--- config.mk ---
export PLATFORM = sky130hd
export DESIGN_NAME = fetch_pc_unit
export DESIGN_NICKNAME = d
export VERILOG_FILES = /design/src/rtl/fetch_pc_unit.sv
export SDC_FILE = /design/constraint.sdc
export NUM_CORES = 1
export LEC_CHECK = 0
export ABC_AREA = 1
export CAP_MARGIN = 20
export CORE_ASPECT_RATIO = 0.9
export CORE_UTILIZATION = 47
export DETAILED_ROUTE_END_ITERATION = 10
export PLACE_DENSITY_LB_ADDON = 0.25
export RECOVER_POWER = 25
export SYNTH_ARGS = -nofsm -noshare
export SYNTH_HDL_FRONTEND = slang
export SYNTH_SLANG_ARGS = --single-unit
--- constraint.sdc ---
create_clock -name clk -period 2 [get_ports clk]
set_clock_uncertainty 0.05 [all_clocks]
set_input_delay 0.2 -clock clk [delete_from_list [all_inputs] [get_ports clk]]
set_output_delay 0.2 -clock clk [all_outputs]
set_load 0.005 [all_outputs]
--- src/rtl/fetch_pc_unit.sv ---
// IF stage and IF/ID pipeline register: owns the PC and squashes the wrong-path fetch on a redirect.
// It also generates the bolha bubble flag that ID uses to ignore the instruction in IF/ID.
module fetch_pc_unit #(
  parameter logic [31:0] RESET_PC  = 32'h0000_0000,
  parameter logic [31:0] NOP_INSTR = 32'h0000_0013,
  parameter int          CNT_W     = 32
) (
  input  logic             clk,
  input  logic             reset,
  input  logic             stall,
  input  logic             Branch,
  input  logic [31:0]      branch_target,
  input  logic             jump,
  input  logic [31:0]      jump_target,
  input  logic [31:0]      imem_rdata,
  output logic [31:0]      imem_addr,
  output logic [31:0]      if_id_instr,
  output logic [31:0]      if_id_pc,
  output logic [31:0]      if_id_pc4,
  output logic             bolha,
  output logic             misalign_err,
  output logic [CNT_W-1:0] redirect_cnt,
  output logic [CNT_W-1:0] stall_cnt
);

  typedef enum logic {RUN, SQUASH} state_e;

  state_e           state_q, state_d;
  logic [31:0]      pc_q, pc_d;
  logic [31:0]      instr_q, instr_d;
  logic [31:0]      ifpc_q, ifpc_d;
  logic [31:0]      ifpc4_q, ifpc4_d;
  logic             mis_q, mis_d;
  logic [CNT_W-1:0] rcnt_q, rcnt_d;
  logic [CNT_W-1:0] scnt_q, scnt_d;

  logic        redirect;
  logic [31:0] target;
  logic [31:0] pc_plus4;

  function automatic logic [CNT_W-1:0] sat_inc(input logic [CNT_W-1:0] v);
    return (&v) ? v : v + 1'b1;
  endfunction

  // A redirect is only honoured while IF/ID holds a real instruction; a bubble cannot branch.
  assign redirect = (jump | Branch) & (state_q == RUN);
  assign target   = jump ? jump_target : branch_target;
  assign pc_plus4 = pc_q + 32'd4;

  always_ff @(posedge clk) begin
    if (reset) state_q <= SQUASH;
    else       state_q <= state_d;
  end

  always_comb begin
    state_d = state_q;
    case (state_q)
      RUN:     if (redirect) state_d = SQUASH;
      SQUASH:  if (!stall)   state_d = RUN;
      default: state_d = SQUASH;
    endcase
  end

  always_comb begin
    bolha = (state_q == SQUASH);
  end

  always_comb begin
    pc_d    = pc_q;
    instr_d = instr_q;
    ifpc_d  = ifpc_q;
    ifpc4_d = ifpc4_q;
    mis_d   = 1'b0;
    rcnt_d  = rcnt_q;
    scnt_d  = scnt_q;
    if (redirect) begin
      pc_d    = {target[31:2], 2'b00};
      instr_d = NOP_INSTR;
      ifpc_d  = 32'd0;
      ifpc4_d = 32'd4;
      mis_d   = (target[1:0] != 2'b00);
      rcnt_d  = sat_inc(rcnt_q);
    end else if (stall) begin
      scnt_d  = sat_inc(scnt_q);
    end else begin
      pc_d    = pc_plus4;
      instr_d = imem_rdata;
      ifpc_d  = pc_q;
      ifpc4_d = pc_plus4;
    end
  end

  always_ff @(posedge clk) begin
    if (reset) begin
      pc_q    <= RESET_PC;
      instr_q <= NOP_INSTR;
      ifpc_q  <= 32'd0;
      ifpc4_q <= 32'd4;
      mis_q   <= 1'b0;
      rcnt_q  <= '0;
      scnt_q  <= '0;
    end else begin
      pc_q    <= pc_d;
      instr_q <= instr_d;
      ifpc_q  <= ifpc_d;
      ifpc4_q <= ifpc4_d;
      mis_q   <= mis_d;
      rcnt_q  <= rcnt_d;
      scnt_q  <= scnt_d;
    end
  end

  assign imem_addr    = pc_q;
  assign if_id_instr  = instr_q;
  assign if_id_pc     = ifpc_q;
  assign if_id_pc4    = ifpc4_q;
  assign misalign_err = mis_q;
  assign redirect_cnt = rcnt_q;
  assign stall_cnt    = scnt_q;

endmodule

* Yosys cells after proc, flatten, opt, wreduce, memory -nomap -nowiden
Cells that the tools add are included.
** Storage, ports and cells
- Word-level logic and storage cells :: 32
- Flip-flop bits (word level) :: 194
- Output and inout bits :: 194
- Bits of input ports :: 101
** Operators by class
- Reduce and logical (&&, ||, !) cells :: 7
- Mux-type cells :: 6
- Equal/unequal tests :: 1
- Bitwise operators :: 6
- Add/subtract/negate cells :: 3
** Operators by type and width (number)
- $mux 32 :: 3
- $add 32x1->32 const B :: 2
- $reduce_and 32->1 :: 2
- $add 32x3->32 const B :: 1
- $not 1->1 :: 4
- $reduce_or 2->1 :: 2
- $reduce_and 3->1 :: 1
- $mux 1 :: 2
- $ne 2x1->1 const B :: 1
- $pmux 1 s2 :: 1
- $reduce_and 2->1 :: 1
- $reduce_bool 2->1 :: 1
- $and 1x1->1 :: 1
- $or 1x1->1 :: 1

* Logic depth before layout (Yosys ltp)
Gate-level depths: netlist of the first run.
- Depth after elaboration :: 4
- Mapped depth :: 12
- Mapped depth without buffers :: 11

* Worst setup path after synthesis of the first run
Ideal clock, no wire load.
- Kind :: register -> register
- Start point :: reg scnt_q[0], in the netlist stall_cnt[0]
- End point :: reg scnt_q[0], in the netlist stall_cnt[0]
- Path slack :: 0.161 ns
- Data arrival time :: 1.673 ns
- Library setup time :: 0.116 ns
- Stages on the path, launching flop included :: 12
- Cells stage by stage :: dfxtp_1 -> ha_1 -> inv_2 -> nor2_4 -> nand2_4 -> nor2_8 -> nand3_4 -> nand2_4 -> inv_2 -> buf_2 -> nor2_1 -> nor2_1
** On the way
- Word-level cells in the longest chain between the ends :: 3
** Ends and longest elaborated chain
- start: declaration :: line 35 : logic [CNT_W-1:0] scnt_q, scnt_d;
- start signal: assignment :: line 109 : scnt_q <= scnt_d;
- branches (longest 3 deep; another with $add 32x1->32)
Parallel ways; which one is timed is not known.
A chain may end at the register's enable or synchronous reset.

* Final worst setup path of the first run
- Start point :: reg scnt_q[0], in the netlist stall_cnt[0]
- End point :: reg scnt_q[14], in the netlist stall_cnt[14]
The elaborated chain is that of the path after synthesis.

==> results.cfg, run 1 <==
[drt]
drc = 16
via_per_inst = 5.194
dr.pass1.iters = 8
wl_per_cell_um = 16.05
drt_iter0_drc = 978
vias = 10560
drt-total-wl_mm = 32.63
postRouteAntennaNets = 0

[die]
dieArea_sq_mm = 0.02088
pin_count = 295
coreArea_sq_mm = 0.01993
start_util_pct = 47.89
core.rowCount = 49
die_w_um = 152.2
die_height_um = 137.2

[synth]
ys.flop_type = dfxtp_1
synth_cell_types = 48
synth_cells = 1425
synth_xor_xnor_area_share_pct = 3.304
synth_adder_area_share_pct = 0.3933
synth.largest_area_cell = dfxtp_1
avgSynthCellArea_sq_um = 6.697
synth_top_family_by_area = simple AND/OR/NAND/NOR gates
seq_area_frac_synth_pct = 39.44
synth_top_area_share_pct = 39.44
synth_edf_count = 0
syn_area_sq_mm = 0.009543
synthMuxAreaShare_pct = 0.5376
async_reset_ff_share_pct = 0
yosys-top-cells-area = dfxtp_1 (39%), nand2_1 (19%), nor2_1 (8.6%)
synth_compound_area_share_pct = 11.47
synthSimpleGateAreaFrac_pct = 38.15
ys_seq_elements = 188
yosysWarningCount = 0

[sta]
fin_crit_sh_pct = 92.47
fin_ws_ns = 0.1506
slew_headroom_pct = 58.98
hold_violations = 0
rsz0062_at_grt = false
drv_slew = 0
worst_pin_slew_ns = 0.6153
finalSetupViolCount = 0
min_period_ns = 1.849
fmax_mhz = 540.7
tns_ns = 0

[placement]
finalWeightedCongestion = 0.9588
dpl_worst_slack_ns = 0.1407
io_buffers = 288
dp_hpwl_mm = 24.56

[cts]
cts_buffers = 17
cts_root_buf = clkbuf_16
cts_tree = yes
cts.sinks = 188
clock_path_buffers = 2
clk_pin_slew_ns = 0.08
hold_buffers = 0
cts_max_level = 4
clock_latency_ns = 0.45

[job]
max_cap_viol_count = 0

[grt]
antenna_found_initial = 1
grt_overflow = 0
grt_max_degree = 52
grt_pass1_vias = 9848
grt_pass1_wl_mm = 50.76
grt_usage_pct = 30.84

[setup_path]
crit_required_ns = 2.32
cp_num_buf_inv = 2
cpPeakStageDelay_ns = 0.43
crit_slowest_cell = dfxtp_1
start_kind = flip-flop
critical_path.max_fanout = 13
endpoint_kind = flip-flop
path_class = flip-flop to flip-flop
crit_family = simple AND/OR/NAND/NOR gates
worstPathCellList = ha_1 -> inv_2 -> nor2_4 -> nand2_4 -> nor2_8 -> nand3_4 -> nand2_4 -> buf_4 -> nand2_1 -> a21oi_1
crit_arrival_ns = 2.17
timing.critical_path.mode_cell = nand2_4

[pwr]
p_leak_nw = 5.510
peakVddDrop_mv = 0.5352
power_density_mw_per_mm2 = 637.9

[status]
violations = DRC
outcome = finished, violations left

[min_path]
hold_class = input pin to flip-flop

[cells_and_area]
area_delta_synth_final_pct = 44.63
drive_gt1_share_pct = 9.628
final_util_pct = 69.27
fin_nets = 1867
[final timing paths]
| kind | startpoint | endpoint | slack [ns] | cells after the start |
|---|---|---|---|---|
| hold / removal | stall | if_id_pc[10] | 0.18 | 4 |
| setup / recovery | stall_cnt[0] | stall_cnt[14] | 0.15 | 10 |
| hold reg to reg | if_id_pc4[5] | if_id_pc4[5] | 0.40 | 2 |
| setup reg to reg | stall_cnt[0] | stall_cnt[14] | 0.15 | 10 |
[registers in the layout, indices dropped and copies added (netlist names)]
name,cells
bolha,1
if_id_instr,32
if_id_pc,30
if_id_pc4,30
imem_addr,30
misalign_err,1
redirect_cnt,32
stall_cnt,32
[per-stage QoR]
step           cells  total power [mW]  hold slack, ns  cell area, sq um
2_1_floorplan   1430             4.539          0.2769              9562
3_3_place_gp    1999             5.236          0.3841             13180
3_5_place_dp    1999             5.251          0.3911             13180
4_1_cts         2031             8.841          0.1850             13820
5_1_grt         2031             9.108          0.2075             13800
6_report        2033             8.804          0.1842             13800
[cell usage after synthesis, types with 6 or more instances]
master    number
xor2_1        24
nand3_1       80
nand3b_1      19
nor2_1       218
nor3_1         8
o31ai_1        8
buf_4          7
buf_2         15
or2_2          6
inv_1         74
o21ai_0       27
nand2_2       12
xnor2_1       12
clkbuf_1      30
a21oi_1      107
nand2_1      484
a21oi_2       10
buf_1          6
nand4_1       15
dfxtp_1      188
a22o_1        12
[power by group]
part	internal, mW	switching [mW]
clock network	1.83	1.80
logic	0.613	0.584
registers	3.87	0.106
[per-layer routing]
metal  routed length (um)  vias to the layer above  part of all wire [%]  global-route usage (%)
met2                15630                      440                    48                   52.00
met1                13300                     4817                    41                   37.44
li1                     -                     5232                     -                       -
met4                  996                        0                   3.1                   13.04
met5                    0                        -                     0                       0
met3                 2701                       70                   8.3                   8.210
[worst min-delay path, stage by stage]
cell and delay, ns:
buf_2 0.13, buf_4 0.17, a21oi_1 0.07, nor2_1 0.07
[layout by cell type (no fill, tap or decap), types with 7 or more instances in the layout]
cell,netlist,routed
a21oi_1,107,107
a21oi_2,10,10
a22o_1,12,12
buf_12,1,7
buf_4,7,77
clkbuf_16,0,17
clkdlybuf4s50_1,0,269
clkinv_8,0,8
dfxtp_1,188,187
dlygate4sd3_1,0,17
inv_1,74,75
nand2_1,484,485
nand2_2,12,11
nand3_1,80,80
nand3b_1,19,19
nand4_1,15,15
nor2_1,218,217
nor3_1,8,8
o21ai_0,27,27
o31ai_1,8,8
xnor2_1,12,12
xor2_1,24,24
[layout make-up]
| cell class | count | area (sq um) |
|---|---|---|
| fill | 1703 | 6123 |
| multi-input combinational | 1098 | 5151 |
| sequential | 188 | 3765 |
| timing repair buffer | 377 | 3613 |
| clock buffer | 17 | 425.4 |
| tap | 255 | 319.1 |
| inverter | 81 | 304.0 |
| clock inverter | 15 | 219.0 |
| antenna | 2 | 5.005 |
[cell families (layout without fill, tap and decap cells)]
logic type                 after synthesis  after routing
and+or+nand+nor                        863            863
DFF                                    188            188
AOI/OAI and AO/OA                      185            185
buffers and inverters                  144            490
xor gates and xnor gates                36             36
muxes                                    5              5
adders and majority gates                3              3
other                                    1              8
[repair_timing]
action	4_1_cts	5_1_grt
setup buffers	0	0
setup endpoints to repair	0	10
hold endpoints to repair	0	0
resized for setup	0	3
(Power assumes the default switching activity.)
==> inputs of run 2 (changes only) <==
Settings changed: SKIP_CTS_REPAIR_TIMING set to 1.
==> results of run 2 <==
The final DEF is identical to that of run 1; final timing and power are the same.
==> edit, RTL diff (config.mk and constraints of run 2) <==
Reset style: asynchronous (`reset`), changed in 2 clocked blocks.
--- a/src/rtl/fetch_pc_unit.sv
+++ b/src/rtl/fetch_pc_unit.sv
@@ -49,3 +49,3 @@
 
-  always_ff @(posedge clk) begin
+  always_ff @(posedge clk or posedge reset) begin
     if (reset) state_q <= SQUASH;
@@ -92,3 +92,3 @@
 
-  always_ff @(posedge clk) begin
+  always_ff @(posedge clk or posedge reset) begin
     if (reset) begin
Function: differs if reset is asserted again (counterexample within 4 cycles, from zero or initial values and one cycle with reset high); with reset held inactive, the same outputs for 4 cycles.
==> edit against run 2 <==
Wire length is 4.4% higher. Count of clock-buffer cells in the layout is 3 higher. Sequential cell count is 1 higher. Setup slack worse by 0.0045 ns. Final area is 5.6% higher. Area after synthesis is 11% higher. Sequential share of layout area is 5.2 points higher. Via count is 1.5% higher. Critical endpoint is now redirect_cnt[0].
Power is not compared: it rests on default switching activity, and its combinational part moved more than twofold at a synthesized area within 25%.
==> edit: results (changes against run 2) <==
Finish
  – Nonclk buf count: 342 (was 377)
  – Multi-In Gates: 1,048 (was 1,098)
  – Number of logic inverters in the finished layout: 175 (was 81)
  – Layout clock area frac: 0.0372 (was 0.0467)
  – Multi-input combinational area share: 0.337 (was 0.373)
  – Count of clock buffers in the final design: 20 (was 17)
  – Seq. cell area: 4740 um2 (was 3760 um2)

Placed design
  – Post-DP HPWL: 25,600 um (was 24,600 um)
  – Dpl cells: 2,042 (was 1,999)
  – GPL Wtd Cong: 0.978 (was 0.959)
  – Port Buffers: 292 (was 288)
  – Placed instance area: 14,000 um2 (was 13,200 um2)

Run status
  – Outcome: complete, no violations (was complete, but fails checks)

Logic synthesis
  – Sequential fraction of the synthesis area: 0.447 (was 0.394)
  – Post-synth top flop: dfrtp_1 (was dfxtp_1)
  – Mapped Avg Cell Area: 7.21 um2 (was 6.70 um2)
  – Synth Area in Adders: 0.00354 (was 0.00393)
  – Mux contribution to synthesized area: 0.00956 (was 0.00538)
  – Top post-synthesis cells by area: dfrtp_1 (43%), nand2_1 (18%), inv_1 (5.9%), nor2_1 (5.4%), nand3_1 (4.9%) (was dfxtp_1 (39%), nand2_1 (19%), nor2_1 (8.6%), a21oi_1 (5.6%), nand3_1 (4.2%))
  – Compound-gate portion of the synthesized area: 0.0989 (was 0.115)
  – XOR/XNOR Fraction of Synth Area: 0.0314 (was 0.0330)
  – Synth cell types: 44 (was 48)

Timing
  – Worst slew pin tran: 1.10 ns (was 0.615 ns)

Critical path
  – CP Max Fanout: 15 (was 13)
  – CP max-delay cell: dfrtp_1 (was dfxtp_1)
  – CP peak stage delay: 0.39 ns (was 0.43 ns)

Drt
  – Via count: 10,700 (was 10,600)
  – DR pass1 iterations: 6 (was 8)

GRT
  – Pin count of the biggest net entering global routing: 77 (was 52)
  – First-pass GRT wire length: 54,500 um (was 50,800 um)

Floorplanning
  – Core ar.: 21,900 um2 (was 19,900 um2)
-- edit: cell count changes after synthesis, sizes merged, moves of 13 or more --
cell           run 2  this run
nand2            501       518
inv               79       174
nand3             81       105
dfxtp            188         0
o21ai             29       101
nor2             228       164
a21boi             0        40
dfrtp              0       184
a21oi            117        18
nand3b            19         6
-- edit: worst paths after layout --
path,to,slack [ns],cells after the start
max in group asynchronous,stall_cnt[27],0.58,3
min in group asynchronous,if_id_instr[18],0.50,3
worst min register to register,if_id_instr[27],0.44,2
worst max-delay path,redirect_cnt[0],0.15,9
worst min-delay path,if_id_pc4[11],0.14,2
worst max register to register,redirect_cnt[0],0.15,9
-- edit: layer usage --
| metal | up-vias | wire [um] | global-route usage |
|---|---|---|---|
| met2 | 409 | 16000 | 0.492 |
| met1 | 5061 | 14400 | 0.393 |
| li1 | 5188 | - | - |
| met5 | - | 12 | 0 |
| met4 | 2 | 946 | 0.107 |
| met3 | 59 | 2770 | 0.0740 |
